==> src/rtl/ifu_pkg.sv <==
// Shared types for the IFU program-counter generator.
// State encoding is visible on the debug port, so the values are fixed.
package ifu_pkg;

    typedef enum logic [1:0] {
        PC_IDLE = 2'd0,
        PC_RUN  = 2'd1,
        PC_HALT = 2'd2
    } pc_state_e;

    localparam int PC_WIDTH = 32;

endpackage

==> src/rtl/ifu_pc_gen_incr.sv <==
// Combinational PC incrementer: adds STEP at bit log2(STEP) and reports carry-out.
// Bits below log2(STEP) are forced to zero so the result is always STEP-aligned.
module pc_incr #(
    parameter int WIDTH = 32,
    parameter int STEP  = 4
) (
    input  logic [WIDTH-1:0] i_pc,
    output logic [WIDTH-1:0] o_pc,
    output logic             o_carry
);

    localparam logic [WIDTH-1:0] STEP_V = WIDTH'(STEP);
    localparam logic [WIDTH-1:0] ALIGN  = ~(STEP_V - WIDTH'(1));

    logic [WIDTH:0] w_sum;

    assign w_sum   = {1'b0, i_pc & ALIGN} + {1'b0, STEP_V};
    assign o_pc    = w_sum[WIDTH-1:0];
    assign o_carry = w_sum[WIDTH];

endmodule

==> src/rtl/ifu_pc_gen.sv <==
// IFU fetch PC generator: IDLE/RUN/HALT control, redirect, valid/ready issue and
// wrap-around reporting. Every output comes straight from a register.
module ifu_pc_gen
    import ifu_pkg::*;
#(
    parameter int               WIDTH     = PC_WIDTH,
    parameter int               STEP      = 4,
    parameter logic [WIDTH-1:0] RESET_VEC = '0
) (
    input  logic             clk,
    input  logic             rst,
    input  logic             en,
    input  logic             halt,
    input  logic             redirect_valid,
    input  logic [WIDTH-1:0] redirect_addr,
    input  logic             pc_ready,
    output logic [WIDTH-1:0] pc,
    output logic             pc_valid,
    output logic             wrap,
    output logic [1:0]       state
);

    localparam logic [WIDTH-1:0] ALIGN = ~(WIDTH'(STEP) - WIDTH'(1));

    pc_state_e        r_state;
    pc_state_e        w_state_nxt;
    logic [WIDTH-1:0] r_pc;
    logic             r_pc_valid;
    logic             r_wrap;
    logic [WIDTH-1:0] w_pc_inc;
    logic             w_carry;
    logic             w_xfer;

    pc_incr #(
        .WIDTH (WIDTH),
        .STEP  (STEP)
    ) u_incr (
        .i_pc    (r_pc),
        .o_pc    (w_pc_inc),
        .o_carry (w_carry)
    );

    assign w_xfer = r_pc_valid & pc_ready;

    always_comb begin
        w_state_nxt = r_state;
        case (r_state)
            PC_IDLE: if (en && !halt) w_state_nxt = PC_RUN;
            PC_RUN:  if (halt)        w_state_nxt = PC_HALT;
            PC_HALT: if (!halt)       w_state_nxt = PC_RUN;
            default:                  w_state_nxt = PC_IDLE;
        endcase
    end

    // Redirect wins over a concurrent transfer: the accepted PC is flushed, not incremented.
    always_ff @(posedge clk) begin
        if (rst) begin
            r_state    <= PC_IDLE;
            r_pc       <= RESET_VEC;
            r_pc_valid <= 1'b0;
            r_wrap     <= 1'b0;
        end else begin
            r_state    <= w_state_nxt;
            r_pc_valid <= (w_state_nxt == PC_RUN);
            r_wrap     <= w_xfer & ~redirect_valid & w_carry;
            if (redirect_valid)
                r_pc <= redirect_addr & ALIGN;
            else if (w_xfer)
                r_pc <= w_pc_inc;
        end
    end

    assign pc       = r_pc;
    assign pc_valid = r_pc_valid;
    assign wrap     = r_wrap;
    assign state    = r_state;

endmodule
==> config.mk <==
export PLATFORM = sky130hd
export DESIGN_NAME = ifu_pc_gen
export DESIGN_NICKNAME = d
export VERILOG_FILES = /design/src/rtl/ifu_pkg.sv /design/src/rtl/ifu_pc_gen_incr.sv /design/src/rtl/ifu_pc_gen.sv
export SDC_FILE = /design/constraint.sdc
export NUM_CORES = 1
export LEC_CHECK = 0
export BUFFER_PORTS_ARGS = -buffer_cell sky130_fd_sc_hd__buf_4
export CELL_PAD_IN_SITES_DETAIL_PLACEMENT = 1
export CELL_PAD_IN_SITES_GLOBAL_PLACEMENT = 1
export CORE_UTILIZATION = 35
export CTS_CLUSTER_DIAMETER = 200
export DETAILED_ROUTE_END_ITERATION = 7
export PLACE_DENSITY_LB_ADDON = 0.08
export REMOVE_ABC_BUFFERS = 1
export SYNTH_ARGS = -nofsm -noshare
export SYNTH_HDL_FRONTEND = slang
export SYNTH_SLANG_ARGS = --single-unit
==> constraint.sdc <==
create_clock -name clk -period 2.53 [get_ports clk]
set_input_delay 0.759 -clock clk [delete_from_list [all_inputs] [get_ports clk]]
set_output_delay 0.759 -clock clk [all_outputs]
set_load 0.02 [all_outputs]
==> results of run 1 <==
## power breakdown
part | total [mW] | switching, mW | internal (mW)
clock | 0.380 | 0.190 | 0.190
sequential | 0.627 | 0.0562 | 0.571
combinational | 0.241 | 0.122 | 0.119
## cell usage in the layout (no fill, tap or decap), types with 7 or more instances in the layout
cell      netlist  routed
o31ai_1         8       8
o21ai_0         8       8
dfxtp_1        34      34
a211oi_1        9       9
nand2_1        15      15
nand4_1        13      13
or4_1           7       7
nand3_1        13      13
nor2_1         22      22
buf_4           2      75
a311oi_1       11      11
## Yosys cell counts, types with 2 or more instances
cell type  number
nand4_1        13
a31oi_1         2
or3_1           4
nand3_1        13
buf_4           2
dfxtp_1        34
and4_2          4
and4_1          3
nor2_1         22
a311oi_1       11
a2111oi_0       3
xor2_1          6
and3_1          5
nor3_1          5
and2_1          3
o21ai_0         8
nand2_1        15
clkbuf_8        4
nand4_2         2
nor4_1          6
inv_1           6
o31ai_1         8
clkbuf_1        7
o221a_2         2
a21oi_1         5
a211oi_1        9
or4_1           7
xnor2_1         6
## flip-flops by register name, indices dropped and copies added (netlist names)
name	cells
pc_valid	1
wrap	1
state	2
pc	30
## layer usage
| layer | vias to the layer above | global-route usage [%] | wire [µm] |
|---|---|---|---|
| li1 | 1043 | - | - |
| met1 | 1011 | 24.57 | 2670 |
| met2 | 52 | 35.75 | 2868 |
| met3 | 5 | 3.529 | 265 |
| met4 | 0 | 4.528 | 34 |
| met5 | - | 0 | 0 |
## worst paths after layout
kind | start | to | slack [ns] | cells past startpoint
worst max register to register | pc[4] | pc[31] | 0.53 | 4
worst max-delay path | pc_ready | pc[31] | 0.51 | 5
worst min-delay path | pc[31] | wrap | 0.49 | 2
worst min register to register | pc[31] | wrap | 0.49 | 2
## critical path, stage by stage
cell and delay, ns:
buf_4 0.11, and4_2 0.24, nand4_2 0.28, or4_1 0.56, a311oi_1 0.25
## per-stage QoR
stage / utilization, % / cell area [µm²] / power, mW
floorplan: - / 1888 / 0.7431
global placement: 46.15 / 2541 / 0.8768
detailed placement: 46.15 / 2541 / 0.8823
CTS: 47.53 / 2618 / 1.270
global route: 47.53 / 2618 / 1.310
finish: 47.53 / 2618 / 1.247
## area by class of cell
cell class / instances / area [µm²] / area share (%)
clock buffers: 7 / 76.32 / 2.916
flip-flops and latches: 34 / 680.7 / 26.00
repair buffers: 75 / 563.0 / 21.51
multi-input cells: 179 / 1181 / 45.12
inverters: 7 / 26.28 / 1.004
well taps: 72 / 90.09 / 3.442
## kinds of logic after synthesis
| family | after synthesis | share of synthesized area [%] |
|---|---|---|
| AO/OA/AOI/OAI | 56 | 21.36 |
| adder cells (fa/ha/maj) | 1 | 0.6280 |
| XOR/XNOR | 12 | 5.276 |
| flip-flops | 34 | 34.17 |
| AND/OR/NAND/NOR | 108 | 31.66 |
| other | 1 | 0.1883 |
| buffers and inverters | 21 | 6.721 |
==> impl_metrics.csv, run 1 <==
group,metric,value,unit
status,status,"completed",
floorplanning,dieHeight,77.44,µm
place,place.gp.congestion,0.7581,
place,pre_cts_ws,0.1969,ns
synthesis,synthesis.area,1992,µm²
clock_network,cts.sinks,34,
synthesis,synth_area_leaders,"dfxtp_1 34%, a311oi_1 4.8%, nor2_1 4.1%",
synthesis,seq_area_frac_synth,34.17,%
floorplanning,core_area,5507,µm²
sta,rsz0062_at_grt,"false",
place,dp.cells,367,
run,drv_cap,0,
critical_path,worstSetupEndpointType,"register",
drt,vias_per_cell,5.644,
clock_network,clk_pin_slew,0.07,ns
layout,stdcell_count,374,
sta,fin_crit,2.018,ns
layout,num_antenna_cells,0,
critical_path,cp_data_arrival_time,2.21,ns
sta,maxSlewHeadroom,58.28,%
clock_network,post_cts_resized,0,
global_routing,grt_use_total,19.94,%
sta,slew_viol_final,0,
clock_network,clkLatencyLatePin,0.28,ns
drt,firstDrtPassIters,4,
floorplanning,die_width,77.44,µm
synthesis,ys.flop_type,"dfxtp_1",
global_routing,antenna_found_initial,0,
critical_path,critPathRequiredTime,2.73,ns
clock_network,cts-htree-levels,2,
sta,setup_viol,0,
sta,max_freq,495.4,MHz
pwr,p_per_area,476.5,nW/µm²
critical_path,crit_fanout,14,
synthesis,yosys_warnings,0,
layout,drive_gt1_share,31.13,%
place,port-buffer-count,69,
clock_network,cts_buffers,5,
pwr,leakagePower,1.018,nW
place,hpwlAfterDp,4373,µm
pwr,peakVddDrop,0.1902,mV
sta,timing.hold.ws,0.4927,ns
sta,clock_skew,0.005646,ns
global_routing,first_global_vias,1982,
synthesis,yosysTopAreaCell,"dfxtp_1",
floorplanning,start_util,36.17,%
layout,fill_cells,678,
synthesis,ys_seq_elements,34,
sta,setup_tns,0,ns
synthesis,syn_inst,233,
global_routing,grt_start_max_net_pins,29,
drt,dr_total_vias,2111,
synthesis,synth_edf_count,0,
clock_network,ctsHoldBuffers,0,
drt,ant_nets,0,
hold_path,min_path_type,"register to register",
synthesis,synth.avg_cell_area,8.549,µm²
sta,post-route-period-util,79.78,%
clock_network,clock_path_buffers,2,
sta,worst_slew_pin_slew,0.6210,ns
drt,drc_errors,0,
floorplanning,die_area,5997,µm²
clock_network,cts_tree,"done",
synthesis,synth_cell_types,46,
drt,drt_iter0_drc,69,
critical_path,startpoint_type,"primary input",
layout,nets,341,
floorplanning,io_pins,74,
sta,hold_violations,0,
layout,syn_to_final_growth,31.41,%
global_routing,grt_pass1_wl,9604,µm
floorplanning,rows,27,
drt,wl,5838,µm
synthesis,async_flop_share,0,%
clock_network,post_cts_buffers,0,
sta,finalWorstSetupSlack,0.5116,ns
critical_path,path_class,"primary input to register",
global_routing,grt-ovfl-total,0,
drt,wl_per_cell,15.61,µm
clock_network,root_buffer,"clkbuf_8",
synthesis,synth.top_cell.area_share,34.17,%
(Power assumes the default switching activity.)
==> run 2: changes to the inputs <==
Clock period 2.53 ns to 2.1 ns, I/O delays scaled along.
==> run 2 against run 1 <==
- first-iteration DRC count down 14%
- critical path depth decreased by 1
- critical endpoint is now pc[27]
- global-route usage up 1.3 points
- sequential cell count is the same
- largest cell class unchanged
- combinational power up 39%
- non-clock buffer count is 20 higher
- clock skew fell by 0.0015 ns
- clock power rose by 27%
- routed wire length rose by 6.8%
- final cell count increased by 5.1%
- utilization increased by 2.8 points
- total power up 24%
==> impl_metrics.csv, run 2 (synthesis gave the netlist of run 1 again) <==
group,metric,value,unit
clock_network,cts_buffers,5,
global_routing,grt_pass1_wl,10200,µm
layout,largest_reg_flops,30,
pwr,leakagePower,1.121,nW
critical_path,reg2reg_to,"pc[27]",
floorplanning,rows,27,
place,place.gp.congestion,0.8249,
clock_network,clkLatencyLatePin,0.28,ns
global_routing,grt_start_max_net_pins,27,
status,status,"completed",
sta,setup_viol,0,
global_routing,antenna_found_initial,0,
clock_network,cts.sinks,34,
place,dp.cells,387,
floorplanning,io_pins,74,
drt,drt_iter0_drc,59,
layout,final_util,50.37,%
clock_network,post_cts_buffers,0,
drt,dr_total_vias,2206,
clock_network,clk_pin_slew,0.07,ns
critical_path,cp_slowest_stage_delay,0.52,ns
layout,drive_gt1_share,35.83,%
layout,nets,361,
floorplanning,dieHeight,77.44,µm
sta,rsz0062_at_grt,"false",
hold_path,min-delay-start,"pc[31]",
layout,num_antenna_cells,0,
pwr,p_per_area,559.5,nW/µm²
critical_path,reg2reg_from,"pc[15]",
floorplanning,start_util,36.17,%
layout,mostFrequentLayoutCells,"95 x buf_4, 34 x dfxtp_1, 22 x nor2_1",
critical_path,cp_data_arrival_time,2.14,ns
clock_network,root_buffer,"clkbuf_8",
critical_path,path_class,"register to register",
critical_path,crit_fanout,7,
clock_network,clock_path_buffers,2,
clock_network,cts_tree,"done",
place,port-buffer-count,69,
critical_path,critPathRequiredTime,2.29,ns
hold_path,min_path_type,"register to register",
sta,hold_violations,0,
drt,wl_per_cell,15.87,µm
critical_path,ff2ff_path_depth,4,
critical_path,cpMaxStageDelayCell,"or4_1",
sta,clock_skew,0.004097,ns
sta,fin_crit,1.948,ns
drt,wl,6235,µm
drt,firstDrtPassIters,4,
sta,max_freq,513.3,MHz
critical_path,worstSetupEndpointType,"register",
critical_path,startpoint_type,"register",
clock_network,ctsHoldBuffers,0,
critical_path,r2r_slack,0.15,ns
drt,drc_errors,0,
floorplanning,die_width,77.44,µm
floorplanning,core_area,5507,µm²
global_routing,grt-ovfl-total,0,
layout,syn_to_final_growth,39.26,%
clock_network,post_cts_resized,0,
drt,vias_per_cell,5.613,
critical_path,path_cells,"and4_1, nand4_2, or4_1, a311oi_1",
global_routing,first_global_vias,2162,
drt,ant_nets,0,
sta,timing.hold.ws,0.4938,ns
sta,slew_viol_final,0,
global_routing,grt_use_total,21.27,%
clock_network,cts-htree-levels,2,
sta,post-route-period-util,92.76,%
layout,stdcell_count,393,
floorplanning,die_area,5997,µm²
pwr,peakVddDrop,0.2766,mV
hold_path,hold_end,"wrap",
run,drv_cap,0,
place,hpwlAfterDp,4782,µm
hold_path,hold_depth,2,
layout,final_common_cell,"buf_4",
run 2: changes by cell type in the layout (fill, tap and decap cells not counted):
cell      delta
clkbuf_1     -2
clkbuf_8     +1
buf_4       +20
run 2: area by class of cell:
class | count | area [µm²]
inverters | 7 | 26.28
repair buffers | 95 | 713.2
multi-input cells | 179 | 1181
clock buffers | 6 | 82.58
fillers | 681 | 2733
well taps | 72 | 90.09
flip-flops and latches | 34 | 680.7
run 2: power by group:
group	internal [mW]	leakage [nW]	switching, mW
combinational	0.161	0.796	0.173
sequential	0.687	0.282	0.0494
clock	0.253	0.0431	0.228
run 2: routing by layer:
layer | GRT usage [%] | share of wire (%) | vias to the layer above
li1 | - | - | 1085
met1 | 24.39 | 44 | 1063
met2 | 39.47 | 51 | 54
met3 | 4.706 | 4.3 | 4
met4 | 5.283 | 0.69 | 0
met5 | 0 | 0 | -
run 2: worst max path at each step:
stage | startpoint | endpoint | depth (start not counted) | slack [ns]
finish | pc[15] | pc[27] | 4 | 0.15
global route | pc[15] | pc[28] | 4 | 0.007
detailed placement | pc_ready | pc[17] | 7 | 0.01
global placement | pc_ready | pc[17] | 7 | 0.04
floorplan | redirect_valid | pc[30] | 4 | -0.07
CTS | pc[15] | pc[27] | 4 | 0.12
run 2: stage by stage:
step           total power [mW]  worst slack, ns  area (µm²)  setup TNS, ns
2_1_floorplan            0.8952         -0.07115        1888        -0.1381
3_3_place_gp              1.080          0.04353        2691              0
3_5_place_dp              1.086          0.01394        2691              0
4_1_cts                   1.571           0.1233        2774              0
5_1_grt                   1.631         0.006995        2774              0
6_report                  1.552           0.1520        2774              0
run 2: worst max-delay path, delay by kind of cell, from the launching register on:
kind             cells  cell delay [ns]
flip-flops           1             0.42
AND/OR/NAND/NOR      3             1.19
AO/OA/AOI/OAI        1             0.26
==> run 3: changes to the inputs <==
Settings changed: PLACE_DENSITY from default to 0.85, PLACE_DENSITY_LB_ADDON 0.08 to default.
==> run 3 against run 2 <==
- hold slack better by 0.0018 ns
- sequential cell count unchanged
- fmax down 0.57%
- first-iteration DRC count up 100%
- clock-buffer cell count up 1
- worst setup slack worse by 0.011 ns
- cell area down 0.23%
- global-route usage up 1.3 points
- register-to-register slack about the same
- critical path type unchanged
- routed wire length up 6.6%
- largest cell class unchanged
==> impl_metrics.csv, run 3 (synthesis gave the netlist of run 1 again) <==
group,metric,value,unit
drt,drt_iter0_drc,120,
clock_network,clk_pin_slew,0.07,ns
place,hpwlAfterDp,5038,µm
critical_path,path_cells,"and4_2, nand4_2, buf_4, or3_1, a311oi_1",
layout,num_antenna_cells,0,
layout,stdcell_count,394,
clock_network,post_cts_buffers,0,
drt,dr_total_vias,2269,
clock_network,clkLatencyLatePin,0.29,ns
floorplanning,start_util,36.17,%
layout,nets,361,
clock_network,ctsHoldBuffers,0,
floorplanning,io_pins,74,
global_routing,grt_pass1_wl,10770,µm
floorplanning,die_width,77.44,µm
sta,post-route-period-util,93.29,%
sta,setup_viol,0,
pwr,power_frac_clock,30.0,%
pwr,peakVddDrop,0.2727,mV
global_routing,first_global_vias,2259,
pwr,p_seq_share,48.0,%
critical_path,cp_slowest_stage_delay,0.45,ns
drt,ant_nets,0,
floorplanning,rows,27,
sta,finalWorstSetupSlack,0.1408,ns
clock_network,clock_path_buffers,2,
clock_network,cts_buffers,5,
status,status,"completed",
critical_path,worstSetupEndpointType,"register",
sta,max_freq,510.4,MHz
global_routing,grt_use_total,22.57,%
layout,mostFrequentLayoutCells,"95 x buf_4, 34 x dfxtp_1, 22 x nor2_1",
critical_path,path_class,"register to register",
drt,wl_per_cell,16.87,µm
drt,drc_errors,0,
place,port-buffer-count,69,
run,drv_cap,0,
pwr,swShare,29.99,%
clock_network,root_buffer,"clkbuf_8",
sta,slew_viol_final,0,
clock_network,cts-htree-levels,2,
drt,firstDrtPassIters,4,
pwr,power_switching,462.0,µW
clock_network,cts_tree,"done",
layout,syn_to_final_growth,38.94,%
critical_path,critPathBufInv,1,
sta,setup_tns,0,ns
sta,clock_skew,0.003638,ns
critical_path,crit_fanout,10,
layout,fin_area,2768,µm²
critical_path,critPathRequiredTime,2.29,ns
critical_path,startpoint_type,"register",
clock_network,cts.sinks,34,
pwr,internal_power,1.078,mW
sta,worst_slew_pin_slew,0.7283,ns
sta,timing.hold.ws,0.4956,ns
hold_path,min_path_type,"register to register",
sta,hold_violations,0,
place,place.gp.congestion,0.7840,
pwr,p_per_area,556.6,nW/µm²
critical_path,cp_data_arrival_time,2.15,ns
pwr,comb_power_share,22.0,%
place,placed_area,2691,µm²
place,pre_cts_ws,-0.03728,ns
clock_network,post_cts_resized,0,
layout,final_util,50.26,%
global_routing,grt_start_max_net_pins,25,
drt,vias_per_cell,5.759,
floorplanning,die_area,5997,µm²
pwr,leakagePower,1.116,nW
layout,final_common_cell,"buf_4",
layout,drive_gt1_share,35.40,%
place,dp.cells,387,
sta,maxSlewHeadroom,51.08,%
sta,rsz0062_at_grt,"false",
critical_path,cpMaxStageDelayCell,"dfxtp_1",
global_routing,grt-ovfl-total,0,
layout,largest_reg_flops,30,
floorplanning,core_area,5507,µm²
pwr,p_total,1.540,mW
sta,fin_crit,1.959,ns
drt,wl,6645,µm
critical_path,cp_top_family,"simple AND/OR/NAND/NOR gates",
floorplanning,dieHeight,77.44,µm
global_routing,antenna_found_initial,0,
[run 3: worst paths after layout]
kind / cells past startpoint / slack [ns] / endpoint / startpoint
max: 5 / 0.14 / pc[17] / pc[6]
min: 2 / 0.50 / wrap / pc[31]
max reg2reg: 5 / 0.14 / pc[17] / pc[6]
min reg2reg: 2 / 0.50 / wrap / pc[31]
[run 3: cell type report]
| type | count | area [µm²] |
|---|---|---|
| fill | 687 | 2739 |
| multi-input combinational | 179 | 1181 |
| timing repair buffer | 95 | 713.2 |
| sequential | 34 | 680.7 |
| tap | 72 | 90.09 |
| clock buffer | 7 | 76.32 |
| inverter | 7 | 26.28 |
[run 3: power groups by stage]
| stage | sequential [mW] | combinational [mW] | clock, mW |
|---|---|---|---|
| after floorplan | 0.804 | 0.0911 | 0 |
| after global placement | 0.750 | 0.329 | 0 |
| after detailed placement | 0.752 | 0.339 | 0 |
| after CTS | 0.738 | 0.341 | 0.473 |
| after global routing | 0.745 | 0.364 | 0.495 |
| final | 0.739 | 0.339 | 0.463 |
[run 3: tightest hold or removal path, delay by kind of cell, from the launching register on]
kind	cells	cell delay, ns
and+or+nand+nor	2	0.11
DFF	1	0.34
[run 3: metal layers]
metal  global-route usage [%]  part of all wire (%)  up-vias  wire, µm
li1                         -                     -     1094         -
met1                    26.12                    43     1095      2868
met2                    41.06                    50       72      3343
met3                    4.588                   5.2        8       347
met4                    7.358                   1.3        0        85
met5                        0                     0        -         0
